<file path="src/rtl/phase_timer.sv">
// rtl/phase_timer.sv - phase-duration timer: latches a phase length in seconds, counts it out on clk,
// and pulses finished once per phase so the traffic controller advances exactly one state.
module phase_timer #(
  parameter int CLK_HZ = 10000,
  parameter int SEC_W  = 16
) (
  input  logic             clk,
  input  logic             reset_n,
  input  logic             enable_general,
  input  logic [SEC_W-1:0] secondsToCount,
  output logic             finished,
  output logic [SEC_W-1:0] seconds_left,
  output logic             busy
);

  localparam int TICK_W = (CLK_HZ > 1) ? $clog2(CLK_HZ) : 1;
  localparam logic [TICK_W-1:0] TICK_LAST = TICK_W'(CLK_HZ - 1);

  typedef enum logic [1:0] {IDLE, DONE, LATCH, RUN} state_t;

  state_t             state_q, state_d;
  logic [TICK_W-1:0]  tick_q, tick_d;
  logic [SEC_W-1:0]   sec_cnt_q, sec_cnt_d;
  logic [SEC_W-1:0]   n_q, n_d;

  always_ff @(posedge clk or negedge reset_n) begin
    if (!reset_n) begin
      state_q   <= DONE;
      tick_q    <= '0;
      sec_cnt_q <= '0;
      n_q       <= '0;
    end else begin
      state_q   <= state_d;
      tick_q    <= tick_d;
      sec_cnt_q <= sec_cnt_d;
      n_q       <= n_d;
    end
  end

  always_comb begin
    state_d   = state_q;
    tick_d    = tick_q;
    sec_cnt_d = sec_cnt_q;
    n_d       = n_q;
    case (state_q)
      IDLE: begin
        tick_d    = '0;
        sec_cnt_d = '0;
        state_d   = DONE;
      end
      DONE: begin
        tick_d    = '0;
        sec_cnt_d = '0;
        state_d   = LATCH;
      end
      LATCH: begin
        n_d       = secondsToCount;
        tick_d    = '0;
        sec_cnt_d = '0;
        state_d   = (secondsToCount != '0) ? RUN : DONE;
      end
      RUN: begin
        if (tick_q == TICK_LAST) begin
          tick_d = '0;
          // last second of the phase: expire instead of incrementing past n_q
          if (sec_cnt_q == n_q - SEC_W'(1)) begin
            sec_cnt_d = '0;
            state_d   = DONE;
          end else begin
            sec_cnt_d = sec_cnt_q + SEC_W'(1);
          end
        end else begin
          tick_d = tick_q + TICK_W'(1);
        end
      end
      default: state_d = IDLE;
    endcase
    // disable parks the timer from any state and discards a partial phase
    if (!enable_general) begin
      state_d   = IDLE;
      tick_d    = '0;
      sec_cnt_d = '0;
    end
  end

  always_comb begin
    finished     = (state_q == DONE);
    busy         = (state_q == LATCH) || (state_q == RUN);
    seconds_left = '0;
    if (state_q == LATCH) seconds_left = secondsToCount;
    else if (state_q == RUN) seconds_left = n_q - sec_cnt_q;
  end

endmodule

</file>
<file path="config.mk">
export PLATFORM = sky130hd
export DESIGN_NAME = phase_timer
export DESIGN_NICKNAME = d
export VERILOG_FILES = /design/src/rtl/phase_timer.sv
export SDC_FILE = /design/constraint.sdc
export NUM_CORES = 1
export LEC_CHECK = 0
export ABC_AREA = 1
export CORE_ASPECT_RATIO = 1.75
export CORE_MARGIN = 2
export CORE_UTILIZATION = 47
export CTS_CLUSTER_DIAMETER = 50
export CTS_CLUSTER_SIZE = 30
export DETAILED_ROUTE_END_ITERATION = 8
export GPL_ROUTABILITY_DRIVEN = 1
export PLACE_DENSITY = 0.7
export SYNTH_ARGS = -nofsm -noshare
export SYNTH_HDL_FRONTEND = slang
export SYNTH_SLANG_ARGS = --single-unit
</file>
<file path="constraint.sdc">
create_clock -name clk -period 2.4 [get_ports clk]
set_clock_uncertainty 0.1 [all_clocks]
set_input_delay 0.48 -clock clk [delete_from_list [all_inputs] [get_ports clk]]
set_output_delay 0.48 -clock clk [all_outputs]
set_load 0.01 [all_outputs]
</file>
After elaboration in Yosys (flattened, before gate mapping)
Index checks and enable logic that the tools add are counted.
{"block": "word_totals", "output_inout_bits": 18, "ff_bits": 48, "inputBits": 19}
{"block": "op_classes", "reduce_logical": 5, "muxes": 14, "n_addsub": 4, "n_eq_ne": 7}
{"operator": "2-to-1 mux 16 bit", "n": 5}
{"operator": "one-hot mux 16 bit (2 select lines)", "n": 1}
{"operator": "2-to-1 mux 14 bit", "n": 2}
{"operator": "one-hot mux 14 bit (2 select lines)", "n": 1}
{"operator": "adder 16 x 1 -> 16 bit (second input constant)", "n": 1}
{"operator": "== test 16 bit", "n": 1}
{"operator": "nonzero test 16 bit", "n": 1}
{"operator": "subtractor 16 x 1 -> 16 bit (second input constant)", "n": 1}
{"operator": "subtractor 16 bit", "n": 1}
{"operator": "adder 14 x 1 -> 14 bit (second input constant)", "n": 1}
{"operator": "== test 14 bit (second input constant)", "n": 1}
{"operator": "2-to-1 mux 2 bit", "n": 4}
{"operator": "one-hot mux 2 bit (4 select lines)", "n": 1}
{"operator": "!= test 3 bit (second input constant)", "n": 2}
{"operator": "== test 2 bit (second input constant)", "n": 2}
{"operator": "OR reduction 3 bit", "n": 1}
{"operator": "== test 2 x 1 -> 1 bit (second input constant)", "n": 1}
{"operator": "zero test 2 bit", "n": 1}
{"operator": "AND reduction 2 bit", "n": 1}
{"operator": "logical OR 1 bit", "n": 1}

Depth between registers and ports, before layout
Gate-level depths: netlist (run 1).
{"block": "depth", "word_depth": 6, "mapped_depth": 16}

Worst setup path after synthesis (run 1)
OpenSTA, ideal clock, no wires.
{"block": "synth_timing", "path_type": "register -> output", "startpoint": "register n_q[0]", "endpoint": "output seconds_left[10]", "required_ns": 1.820, "t_arrival_ns": 2.082, "stages_incl_launch_ff": 16, "path_slack_ns": -0.262, "path_cell_list": "dfrtp_1 > inv_1 > ha_1 > inv_1 > fa_1 > nand2_1 > inv_1 > o21ai_0 > nand2_1 > inv_1 > o21ai_0 > nand3_1 > nand2_1 > nand2_1 > nand2_1 > o21ai_0"}
{"block": "synth_via", "elab_chain_cells": 3}
{"item": "start: declaration", "line": "24", "source": "logic [SEC_W-1:0] n_q, n_d;"}
{"item": "start signal: assignment", "line": "36", "source": "n_q <= n_d;"}
{"item": "subtractor 16 bit", "line": "91", "source": "else if (state_q == RUN) seconds_left = n_q - sec_cnt_q;"}
{"item": "2-to-1 mux 16 bit", "line": "91"}
{"item": "2-to-1 mux 16 bit", "line": "90", "source": "if (state_q == LATCH) seconds_left = secondsToCount;"}
{"item": "end: declaration", "line": "12", "source": "output logic [SEC_W-1:0] seconds_left,"}
Every way passes these cells.

Worst setup path after layout (run 1)
Ends and elaborated chain as after synthesis.

==> results of run 1 <==
[worst paths after layout]
path                       depth (start not counted)                to       from  slack [ps]
max                                               16  seconds_left[10]     n_q[0]        -460
min                                                1         tick_q[9]    reset_n          90
max reg2reg                                       13     sec_cnt_q[15]     n_q[1]         100
min reg2reg                                        1         tick_q[0]  tick_q[0]         360
max in group asynchronous                          2           n_q[12]    reset_n        1550
min in group clk                                   1         tick_q[0]  tick_q[0]         360
[layer usage]
metal	routed length, um	share of wire [%]	GRT usage [%]
met5	0	0	0
met4	1047	7.8	24.41
met3	581	4.3	3.830
met2	7295	54	57.28
met1	4518	34	29.79
[Yosys cell counts, types with 2 or more instances]
master    count
a31oi_1       3
xor2_1       20
o21bai_1      5
nand2_1     134
xnor2_1       8
dfrtp_1      47
or2_2         2
nor3_1       17
nor2_2       14
nand4_1       7
a21oi_1      24
nor4_1        3
nand3_2       2
o31ai_1       2
nand3_1      38
nand3b_1      4
inv_1        82
clkbuf_1      7
o21ai_0      41
ha_1         21
nor2_4        2
a211oi_1      3
nand2_2       2
nor2_1       64
[kinds of logic (layout without fill, tap and decap cells)]
| group | count (synthesis) | in the layout | synth area share [%] |
|---|---|---|---|
| and+or+nand+nor | 292 | 292 | 33.84 |
| buffers and inverters | 92 | 241 | 9.640 |
| AOI/OAI and AO/OA | 79 | 79 | 11.18 |
| DFF | 48 | 48 | 31.51 |
| xor gates and xnor gates | 28 | 28 | 6.426 |
| adders and majority gates | 22 | 22 | 7.410 |
[final cells by class]
type | instances | area (um2) | share of cell area, %
Clock buffer | 5 | 125.1 | 2.222
Clock inverter | 3 | 68.82 | 1.222
Inverter | 83 | 329.1 | 5.844
Multi-Input combinational cell | 421 | 2600 | 46.18
Sequential cell | 48 | 1202 | 21.36
Tap cell | 90 | 112.6 | 2.000
Timing Repair Buffer | 149 | 1176 | 20.89
Timing Repair inverter | 1 | 16.27 | 0.2889
[flip-flops by register name, summed over array words and instances, names as in the netlist]
name       flops
n_q           16
sec_cnt_q     16
tick_q        14
state_q        2
[metrics by stage]
stage	setup WS, ps	power (uW)	hold slack, ps	area, um2
2_1_floorplan	0.5079	2656	84.41	3837
3_3_place_gp	-537.0	3840	347.1	4999
3_5_place_dp	-612.3	3900	362.8	4999
4_1_cts	-500.7	5328	97.13	5461
5_1_grt	-549.8	6116	118.3	5630
6_report	-455.1	5751	88.96	5630
[power breakdown]
part / switching [uW] / internal [uW]
Sequential: 119 / 949
Combinational: 2010 / 1720
Clock: 348 / 602
[repair_timing]
item                       4_1_cts  5_1_grt
hold buffers                     0        0
pin swaps                       32       24
setup endpoints to repair       31       35
buffers inserted                11       11
hold endpoints to repair         0        0
gates resized for setup        130       35
gates cloned                     1        0
[critical path, delay by kind of cell, from the launching register on]
| kind | cells | cell delay (ps) |
|---|---|---|
| AOI/OAI and AO/OA | 3 | 300 |
| DFF | 1 | 390 |
| buffers and inverters | 5 | 410 |
| and+or+nand+nor | 6 | 420 |
| adders and majority gates | 2 | 470 |
==> summary.md, run 1 <==
| Metric | Value |
|---|---|
| LEAKAGE | `0.002681 uW` |
| Worst-Skew Late Latency | `300 ps` |
| Clk buf depth | `2` |
| Die extent in x | `72.12 um` |
| EDFF count, synth | `0` |
| Initial DRC Count | `280` |
| Worst setup margin | `-455.1 ps` |
| Final TNS setup | `-4566 ps` |
| # fillers | `619` |
| Max Clk Rate | `350.2 MHz` |
| Antenna Nets Post-Route | `0` |
| GPL Wtd Cong | `0.9934` |
| Hpwl dp | `9585 um` |
| Gr usage total | `30.92%` |
| Clock slew at reported path FFs | `70 ps` |
| DRC Markers | `0` |
| Drt wl/cell | `16.80 um` |
| Slowest stage delay, CP | `390 ps` |
| CP Max Fanout | `4` |
| Yosys top cell area share | `30.82%` |
| Chip Height | `123.2 um` |
| Largest net degree at the start of global routing | `30` |
| Critical setup path kind | `flip-flop to primary output` |
| ANT cells | `0` |
| CTS root buf | `clkbuf_16` |
| RSZ-0062 raised after global routing | `yes` |
| Setup crit start kind | `flip-flop` |
| Final min period | `2855 ps` |
| TritonCTS clock tree | `yes` |
| CP cell instances | `inv_2 -> ha_4 -> inv_4 -> fa_2 -> nand2_2 -> inv_2 -> o21ai_2 -> nand2_2 -> inv_2 -> o21ai_4 -> nand3_2 -> nand2_2 -> nand2_1 -> nand2_1 -> o21ai_2 -> buf_2` |
| Share of cells above drive strength 1 | `32.25%` |
| Ys Warns | `0` |
| Top cells by area, synth | `dfrtp_1 (31%), nand2_1 (13%), inv_1 (8.1%), ha_1 (6.9%), nor2_1 (6.3%)` |
| Cell taking the most area after synthesis | `dfrtp_1` |
| Max-Cap Viols | `0` |
| Peak VDD IR | `0.8233 mV` |
| Core footprint | `7909 um2` |
| CTS Buf Count | `5` |
| Mapped Cells | `561` |
| Fin nets | `750` |
| Die area | `8885 um2` |
| Number of global-route vias before repair | `4580` |
| First-pass GRT wire length | `21070 um` |
| Outcome | `finished, violations left` |
| Vias | `4405` |
| Syn Nets | `602` |
| Rel. slew slack | `58.73%` |
| Period utilization | `119.0%` |
| Failing checks | `negative setup slack` |
| Post-synthesis sequential area ratio | `31.51%` |
| H-tree depth | `2` |
| Commonest non-fill, non-tap cells in the layout | `nand2_1 (126), buf_4 (107), inv_1 (69), nor2_1 (57), dfrtp_1 (47)` |
| Most common flop cell mapped by yosys | `dfrtp_1` |
| I/O pins | `37` |
| Starting Density | `48.25%` |
| Syn-to-layout area delta | `47.54%` |
| Overflow after GRT | `0` |
| Final Max Tran Viols | `0` |
| Fraction of registers with async set/reset | `100.0%` |
| Final non-filler cell total | `800` |
| Setup violations, final | `14` |
| Worst hold path class | `input pin to async pin` |
| Synthesized area per cell | `6.802 um2` |
| Via density | `5.506` |
| Antenna violations before repair | `0` |
| Yosys reg bits | `48` |
| CP arrival | `2280 ps` |
| Req. time, crit path | `1820 ps` |
| Port-buffer cells | `36` |
| Netlist cell types | `33` |
| 1st-pass router iterations | `7` |
| Clock Sinks | `48` |
| Crit end category | `primary output` |
| Final WL | `13440 um` |
| Synthesized area | `3816 um2` |
| Final design utilization | `71.19%` |
| Least-Margin Pin Slew | `619.0 ps` |
| Fin. Hold Viols | `0` |
| Pwr per Cell Area | `1021 nW/um2` |
| Core Rows | `43` |
| Most common cell after layout, fill and taps aside | `nand2_1` |
| Placed insts | `776` |
| Crit-path slowest cell | `dfrtp_1` |
No activity file was read; power rests on OpenSTA's default activity.
==> inputs of run 2 (changes only) <==
--- a/config.mk
+++ b/config.mk
@@ -6,6 +6,7 @@
 export NUM_CORES = 1
 export LEC_CHECK = 0
 export ABC_AREA = 1
+export CAP_MARGIN = 20
 export CORE_ASPECT_RATIO = 1.75
 export CORE_MARGIN = 2
 export CORE_UTILIZATION = 47
@@ -14,6 +15,7 @@
 export DETAILED_ROUTE_END_ITERATION = 8
 export GPL_ROUTABILITY_DRIVEN = 1
 export PLACE_DENSITY = 0.7
+export SKIP_LAST_GASP = 1
 export SYNTH_ARGS = -nofsm -noshare
 export SYNTH_HDL_FRONTEND = slang
 export SYNTH_SLANG_ARGS = --single-unit
==> run 2 against run 1 <==
  * The run still ends with negative setup slack left
  * Non-clock buffer count is 3 lower
  * Power is 3.3% lower
  * Utilization is 1.2 points lower
  * Flip-flop and latch count stayed put
  * Wire length is 3.5% lower
  * Hold slack better by 1.4 ps
  * Fmax is 0.12% higher
  * Largest power group unchanged
==> summary.md, run 2 (synthesis gave the netlist of run 1 again) <==
| Metric | Value |
|---|---|
| Outcome | `finished, violations left` |
| Failing checks | `negative setup slack` |
| Antenna violations before repair | `0 (unchanged)` |
| Largest registers | `n_q x16, sec_cnt_q x16, tick_q x14` |
| H-tree depth | `2 (unchanged)` |
| Reg2reg start | `n_q[1]` |
| Antenna Nets Post-Route | `0 (unchanged)` |
| LEAKAGE | `0.002652 uW (-1.1%)` |
| Crit end category | `primary output` |
| Commonest non-fill, non-tap cells in the layout | `nand2_1 (127), buf_4 (104), inv_1 (69), nor2_1 (57), dfrtp_1 (47)` |
| Period utilization | `118.8% (-0.15 points)` |
| # fillers | `642 (+3.7%)` |
| Final total power | `5564 uW (-3.3%)` |
| Setup violations, final | `14 (unchanged)` |
| Clock slew at reported path FFs | `70 ps (about the same)` |
| Max-Cap Viols | `0 (unchanged)` |
| Syn-to-layout area delta | `45.05%` |
| Place WS | `-612.3 ps (unchanged)` |
| Pwr per Cell Area | `1005 nW/um2 (-1.6%)` |
| Max Clk Rate | `350.7 MHz (+0.12%)` |
| Worst reg2reg path depth | `13 (unchanged)` |
| Area of the multi-input gates | `2527 um2 (-2.8%)` |
| Post-CTS Hold Buffers | `0 (unchanged)` |
| DRC Markers | `0 (unchanged)` |
| GR Layer Usage met2 | `56.82% (-0.46 points)` |
| Clock Sinks | `48 (unchanged)` |
| Die extent in x | `72.12 um (unchanged)` |
| Worst setup margin | `-451.6 ps (+3.521 ps)` |
| Share of cells above drive strength 1 | `30.69% (-1.6 points)` |
| Register area | `1202 um2 (unchanged)` |
| Clk buf depth | `2 (unchanged)` |
| Initial DRC Count | `283 (+1.1%)` |
| Rel. slew slack | `59.34% (+0.60 points)` |
| FF-to-FF End | `sec_cnt_q[15]` |
| Final Max Tran Viols | `0 (unchanged)` |
| Final min period | `2852 ps (-3.521 ps)` |
| GPL Wtd Cong | `0.9934 (unchanged)` |
| Chip Height | `123.2 um (unchanged)` |
| Critical setup path kind | `flip-flop to primary output` |
| Core footprint | `7909 um2 (unchanged)` |
| ANT cells | `0 (unchanged)` |
| Setup crit start kind | `flip-flop` |
| Worst-Skew Late Latency | `290 ps (about the same)` |
| Via density | `5.462 (-0.81%)` |
| Drt wl/cell | `16.28 um (-3.1%)` |
| 1st-pass router iterations | `5 (-2)` |
| Gr usage total | `30.82% (-0.10 points)` |
| CP arrival | `2270 ps (about the same)` |
| Least-Margin Pin Slew | `609.9 ps (-9.063 ps)` |
| Grt met1 use | `29.89% (+0.10 points)` |
| Port-buffer cells | `36 (unchanged)` |
| Largest net degree at the start of global routing | `30 (unchanged)` |
| Number of global-route vias before repair | `4579 (-0.022%)` |
| Worst hold path class | `input pin to async pin` |
| Core Rows | `43 (unchanged)` |
| CTS Buf Count | `5 (unchanged)` |
| CP Max Fanout | `3 (-1)` |
| Most common cell after layout, fill and taps aside | `nand2_1` |
| Die area | `8885 um2 (unchanged)` |
| Final design utilization | `69.99% (-1.2 points)` |
| Req. time, crit path | `1820 ps (about the same)` |
| Starting Density | `48.25% (unchanged)` |
| Met3 track demand over resource | `3.830% (unchanged)` |
| Fin. Hold Viols | `0 (unchanged)` |
| Hpwl dp | `9585 um (unchanged)` |
| I/O pins | `37 (unchanged)` |
| Vias | `4353 (-1.2%)` |
| Busiest layer in global routing | `met2` |
| Fin nets | `747 (-0.40%)` |
| Overflow after GRT | `0 (unchanged)` |
| TritonCTS clock tree | `yes` |
| RSZ-0062 raised after global routing | `yes` |
| Final WL | `12970 um (-3.5%)` |
| CTS root buf | `clkbuf_16` |
| R2R setup slack | `150 ps (+50 ps)` |
| Final TNS setup | `-4794 ps (-228.5 ps)` |
| First-pass GRT wire length | `21000 um (-0.33%)` |
| Peak VDD IR | `0.8523 mV (+3.5%)` |
==> run 2: changes by cell type in the layout (fill, tap and decap cells not counted), sizes merged <==
cell and change:
buf -4, clkbuf +1
==> run 2: area by class of cell <==
type | count | area share, %
multi-input combinational | 421 | 45.66
sequential | 48 | 21.72
timing repair buffer | 146 | 20.84
inverter | 83 | 5.945
clock buffer | 5 | 2.260
tap | 90 | 2.034
clock inverter | 3 | 1.243
timing repair inverter | 1 | 0.2939
==> run 2: worst max-delay path by stage <==
| stage | start | endpoint | cells after the start |
|---|---|---|---|
| after CTS | n_q[0] | seconds_left[14] | 15 |
| after floorplan | n_q[0] | seconds_left[8] | 11 |
| after global placement | sec_cnt_q[2] | seconds_left[15] | 13 |
| after global routing | sec_cnt_q[1] | seconds_left[11] | 14 |
| after detailed placement | sec_cnt_q[2] | seconds_left[15] | 13 |
| final | sec_cnt_q[1] | seconds_left[11] | 14 |
==> run 2: layer usage <==
metal	up-vias	share of wire (%)
li1	2092	-
met4	0	8.7
met1	2034	34
met5	-	0
met3	75	3.5
met2	152	54
==> run 2: through the flow <==
step / std cells / hold WS, ps / cell area (um2)
6_report: 797 / 90.39 / 5535
5_1_grt: 797 / 132.0 / 5535
4_1_cts: 794 / 97.13 / 5430
3_5_place_dp: 776 / 362.8 / 4999
3_3_place_gp: 776 / 347.1 / 4999
2_1_floorplan: 561 / 84.41 / 3837
==> run 2: repair_timing <==
action / in CTS / in global routing
cloned: 1 / 0
pin swaps: 31 / 24
gates resized for setup: 120 / 30
setup endpoints to repair: 31 / 35
setup buffers: 11 / 8
==> run 2: worst max-delay path, cell delays in order, from the launching register on <==
cell	delay [ps]
dfrtp_1	350
inv_1	70
ha_1	330
nand3_1	140
nand2_2	80
inv_2	90
nor2_4	50
nor2_4	140
o21ai_4	80
buf_6	130
a21o_1	160
nand2_1	60
nand2_1	60
o21ai_2	90
buf_2	130
==> run 2: power breakdown <==
part	internal (uW)	switching, uW	total, uW
Clock	601	336	937
Combinational	1650	1920	3570
Sequential	949	110	1060
==> inputs of run 3 (changes only) <==
--- a/config.mk
+++ b/config.mk
@@ -14,7 +14,8 @@
 export CTS_CLUSTER_SIZE = 30
 export DETAILED_ROUTE_END_ITERATION = 8
 export GPL_ROUTABILITY_DRIVEN = 1
-export PLACE_DENSITY = 0.7
+export HOLD_SLACK_MARGIN = 0.1
+export PLACE_DENSITY = 0.68
 export SKIP_LAST_GASP = 1
 export SYNTH_ARGS = -nofsm -noshare
 export SYNTH_HDL_FRONTEND = slang
==> constraint.sdc (replaced) <==
create_clock -name clk -period 3 [get_ports clk]
set_clock_uncertainty 0.1 [all_clocks]
set_input_delay 0.6 -clock clk [delete_from_list [all_inputs] [get_ports clk]]
set_output_delay 0.6 -clock clk [all_outputs]
set_load 0.01 [all_outputs]
==> run 3 against run 2 <==
  * The flow now finishes without violations
  * Design area is 9.8% lower
  * Largest power group unchanged
  * Register-to-register slack better by 420 ps
  * Critical path depth is 1 lower
  * Sequential share of layout area is 2.4 points higher
  * Global-route usage is 3.4 points lower
  * Combinational power is 38% lower
  * Utilization is 6.8 points lower
  * Power is 31% lower
==> summary.md, run 3 (synthesis gave the netlist of run 1 again) <==
| Metric | Value |
|---|---|
| Share of cells above drive strength 1 | `21.16% (-9.5 points)` |
| ANT cells | `0 (unchanged)` |
| Fin Hold WS | `172.7 ps (+82.29 ps)` |
| Slowest stage delay, CP | `390 ps (+40 ps)` |
| Initial DRC Count | `189 (-33%)` |
| Max Clk Rate | `335.8 MHz` |
| Crit-path slowest cell | `dfrtp_1` |
| CTS Buf Count | `5 (unchanged)` |
| CP arrival | `2280 ps (about the same)` |
| FF-to-FF End | `sec_cnt_q[2]` |
| Final WL | `11410 um (-12%)` |
| Peak VDD IR | `0.5438 mV (-36%)` |
| Instance area after placement | `4678 um2 (-6.4%)` |
| Starting Density | `48.25% (unchanged)` |
| CTS root buf | `clkbuf_16` |
| Gr usage total | `27.37% (-3.4 points)` |
| RSZ-0062 raised after global routing | `yes` |
| Sw frac | `42.34% (-0.18 points)` |
| Fin area | `4995 um2 (-9.8%)` |
| Antenna Nets Post-Route | `0 (unchanged)` |
| Largest net degree at the start of global routing | `36 (+20%)` |
| Placed insts | `736 (-5.2%)` |
| Clock Power Share | `19.5% (+2.7 points)` |
| Pint | `2198 uW (-31%)` |
| Drt wl/cell | `15.27 um (-6.2%)` |
| Final total power | `3812 uW (-31%)` |
| Hpwl dp | `9110 um (-5.0%)` |
| Most frequent cell on the critical path | `nand2_1` |
| Worst path buffer plus inverter count | `5 (+1)` |
| Least-Margin Pin Slew | `523.9 ps (-86.04 ps)` |
| Syn-to-layout area delta | `30.89%` |
| Chip Height | `123.2 um (unchanged)` |
| Fin. Hold Viols | `0 (unchanged)` |
| Largest registers | `n_q x16, sec_cnt_q x16, tick_q x14` |
| Die area | `8885 um2 (unchanged)` |
| Core footprint | `7909 um2 (unchanged)` |
| I/O pins | `37 (unchanged)` |
| Number of global-route vias before repair | `4081 (-11%)` |
| R2R setup slack | `570 ps (+420 ps)` |
| Clock Sinks | `48 (unchanged)` |
| Die extent in x | `72.12 um (unchanged)` |
| Final design utilization | `63.15% (-6.8 points)` |
| # fillers | `756 (+18%)` |
| Worst-Skew Late Latency | `290 ps (about the same)` |
| Setup violations, final | `0 (-14)` |
| Antenna violations before repair | `0 (unchanged)` |
| Period utilization | `99.26%` |
| Pwr per Cell Area | `763.1 nW/um2 (-24%)` |
| Most common cell after layout, fill and taps aside | `nand2_1` |
| Final Max Tran Viols | `0 (unchanged)` |
| TritonCTS clock tree | `yes` |
| Clk buf depth | `2 (unchanged)` |
| GPL Wtd Cong | `0.9875 (-0.59%)` |
| Overflow after GRT | `0 (unchanged)` |
| Logic gate share of total power | `57.9% (-6.2 points)` |
| Register area | `1204 um2 (+0.10%)` |
| Part of the power in registers | `22.6% (+3.6 points)` |
| Critical setup path kind | `flip-flop to primary output` |
| Vias | `4015 (-7.8%)` |
| Area of the multi-input gates | `2394 um2 (-5.3%)` |
| Psw | `1614 uW (-32%)` |
| Max-Cap Viols | `0 (unchanged)` |
| Outcome | `finished, final reports clean` |
| Core Rows | `43 (unchanged)` |
| CP cell instances | `inv_2 -> ha_4 -> inv_4 -> fa_2 -> nand2_1 -> inv_1 -> o21ai_1 -> nand2_1 -> buf_4 -> a21oi_2 -> xor2_1 -> o31ai_1 -> buf_2` |
| DRC Markers | `0 (unchanged)` |
| Setup crit start kind | `flip-flop` |
| Commonest non-fill, non-tap cells in the layout | `nand2_1 (134), inv_1 (71), nor2_1 (62), buf_4 (60), dfrtp_1 (46)` |
| Port-buffer cells | `36 (unchanged)` |
| Worst reg2reg path depth | `13 (unchanged)` |
| H-tree depth | `2 (unchanged)` |
| Final non-filler cell total | `747 (-6.3%)` |
| Reg2reg start | `n_q[0]` |
| Req. time, crit path | `2300 ps (+480 ps)` |
| LEAKAGE | `0.002395 uW (-9.7%)` |
| Rel. slew slack | `65.07% (+5.7 points)` |
| Worst hold path class | `input pin to async pin` |
| 1st-pass router iterations | `4 (-1)` |
| Clock slew at reported path FFs | `70 ps (about the same)` |
| First-pass GRT wire length | `18640 um (-11%)` |
| Via density | `5.375 (-1.6%)` |
| Fin nets | `697 (-6.7%)` |
| CP Max Fanout | `3 (unchanged)` |
| Final min period | `2978 ps` |
| CP top delay family | `buffers and inverters` |
| Crit end category | `primary output` |
-- run 3: cell count changes in the layout (fill, tap and decap cells not counted), moves of 3 or more --
cell	delta
buf_2	-4
buf_4	-44
buf_6	-6
clkdlybuf4s50_1	+3
dlygate4sd2_1	+3
nand2_1	+7
nand2_2	-6
nor2_1	+5
nor2_4	-4
o21ai_0	+5
o21ai_2	-4
-- run 3: power by group through the flow --
stage                     Clock [uW]  Combinational, uW  Sequential [uW]
after floorplan                    0               1210              892
after global placement             0               1970              843
after detailed placement           0               2000              854
after CTS                        758               2110              857
after global routing             781               2450              875
final                            742               2210              862
-- run 3: metal layers --
| layer | share of wire, % | up-vias | track usage (%) | routed length [um] |
|---|---|---|---|---|
| li1 | - | 1986 | - | - |
| met1 | 36 | 1881 | 27.83 | 4107 |
| met2 | 55 | 111 | 51.78 | 6266 |
| met3 | 3.3 | 37 | 3.178 | 378 |
| met4 | 5.7 | 0 | 16.39 | 655 |
| met5 | 0 | - | 0 | 0 |
-- run 3: worst max path at each step --
| stage | start | endpoint | slack (ps) | depth (start not counted) |
|---|---|---|---|---|
| 3_5_place_dp | n_q[0] | seconds_left[10] | -370 | 16 |
| 3_3_place_gp | n_q[0] | seconds_left[10] | -290 | 16 |
| 6_report | n_q[0] | seconds_left[8] | 20 | 13 |
| 4_1_cts | n_q[0] | seconds_left[10] | -130 | 16 |
| 5_1_grt | n_q[0] | seconds_left[8] | -110 | 13 |
| 2_1_floorplan | n_q[0] | seconds_left[10] | 220 | 15 |
-- run 3: cell type report --
class / instances / area share (%)
clock inverter: 3 / 1.378
multi-input combinational: 421 / 47.92
clock buffer: 5 / 2.505
tap: 90 / 2.255
inverter: 83 / 6.338
timing repair buffer: 97 / 15.51
sequential: 48 / 24.10
-- run 3: per-stage QoR --
step           setup TNS (ps)  setup slack, ps
2_1_floorplan               0            217.8
3_3_place_gp            -1144           -293.5
3_5_place_dp            -1381           -366.8
4_1_cts                -276.4           -131.9
5_1_grt                -404.5           -114.7
6_report                    0            22.22
-- run 3: what timing repair did --
item                       4_1_cts  5_1_grt
setup endpoints to repair       15       13
resized for setup               54       36
buffers inserted                 0        3
hold buffers                     0        0
pin swaps                        3        9
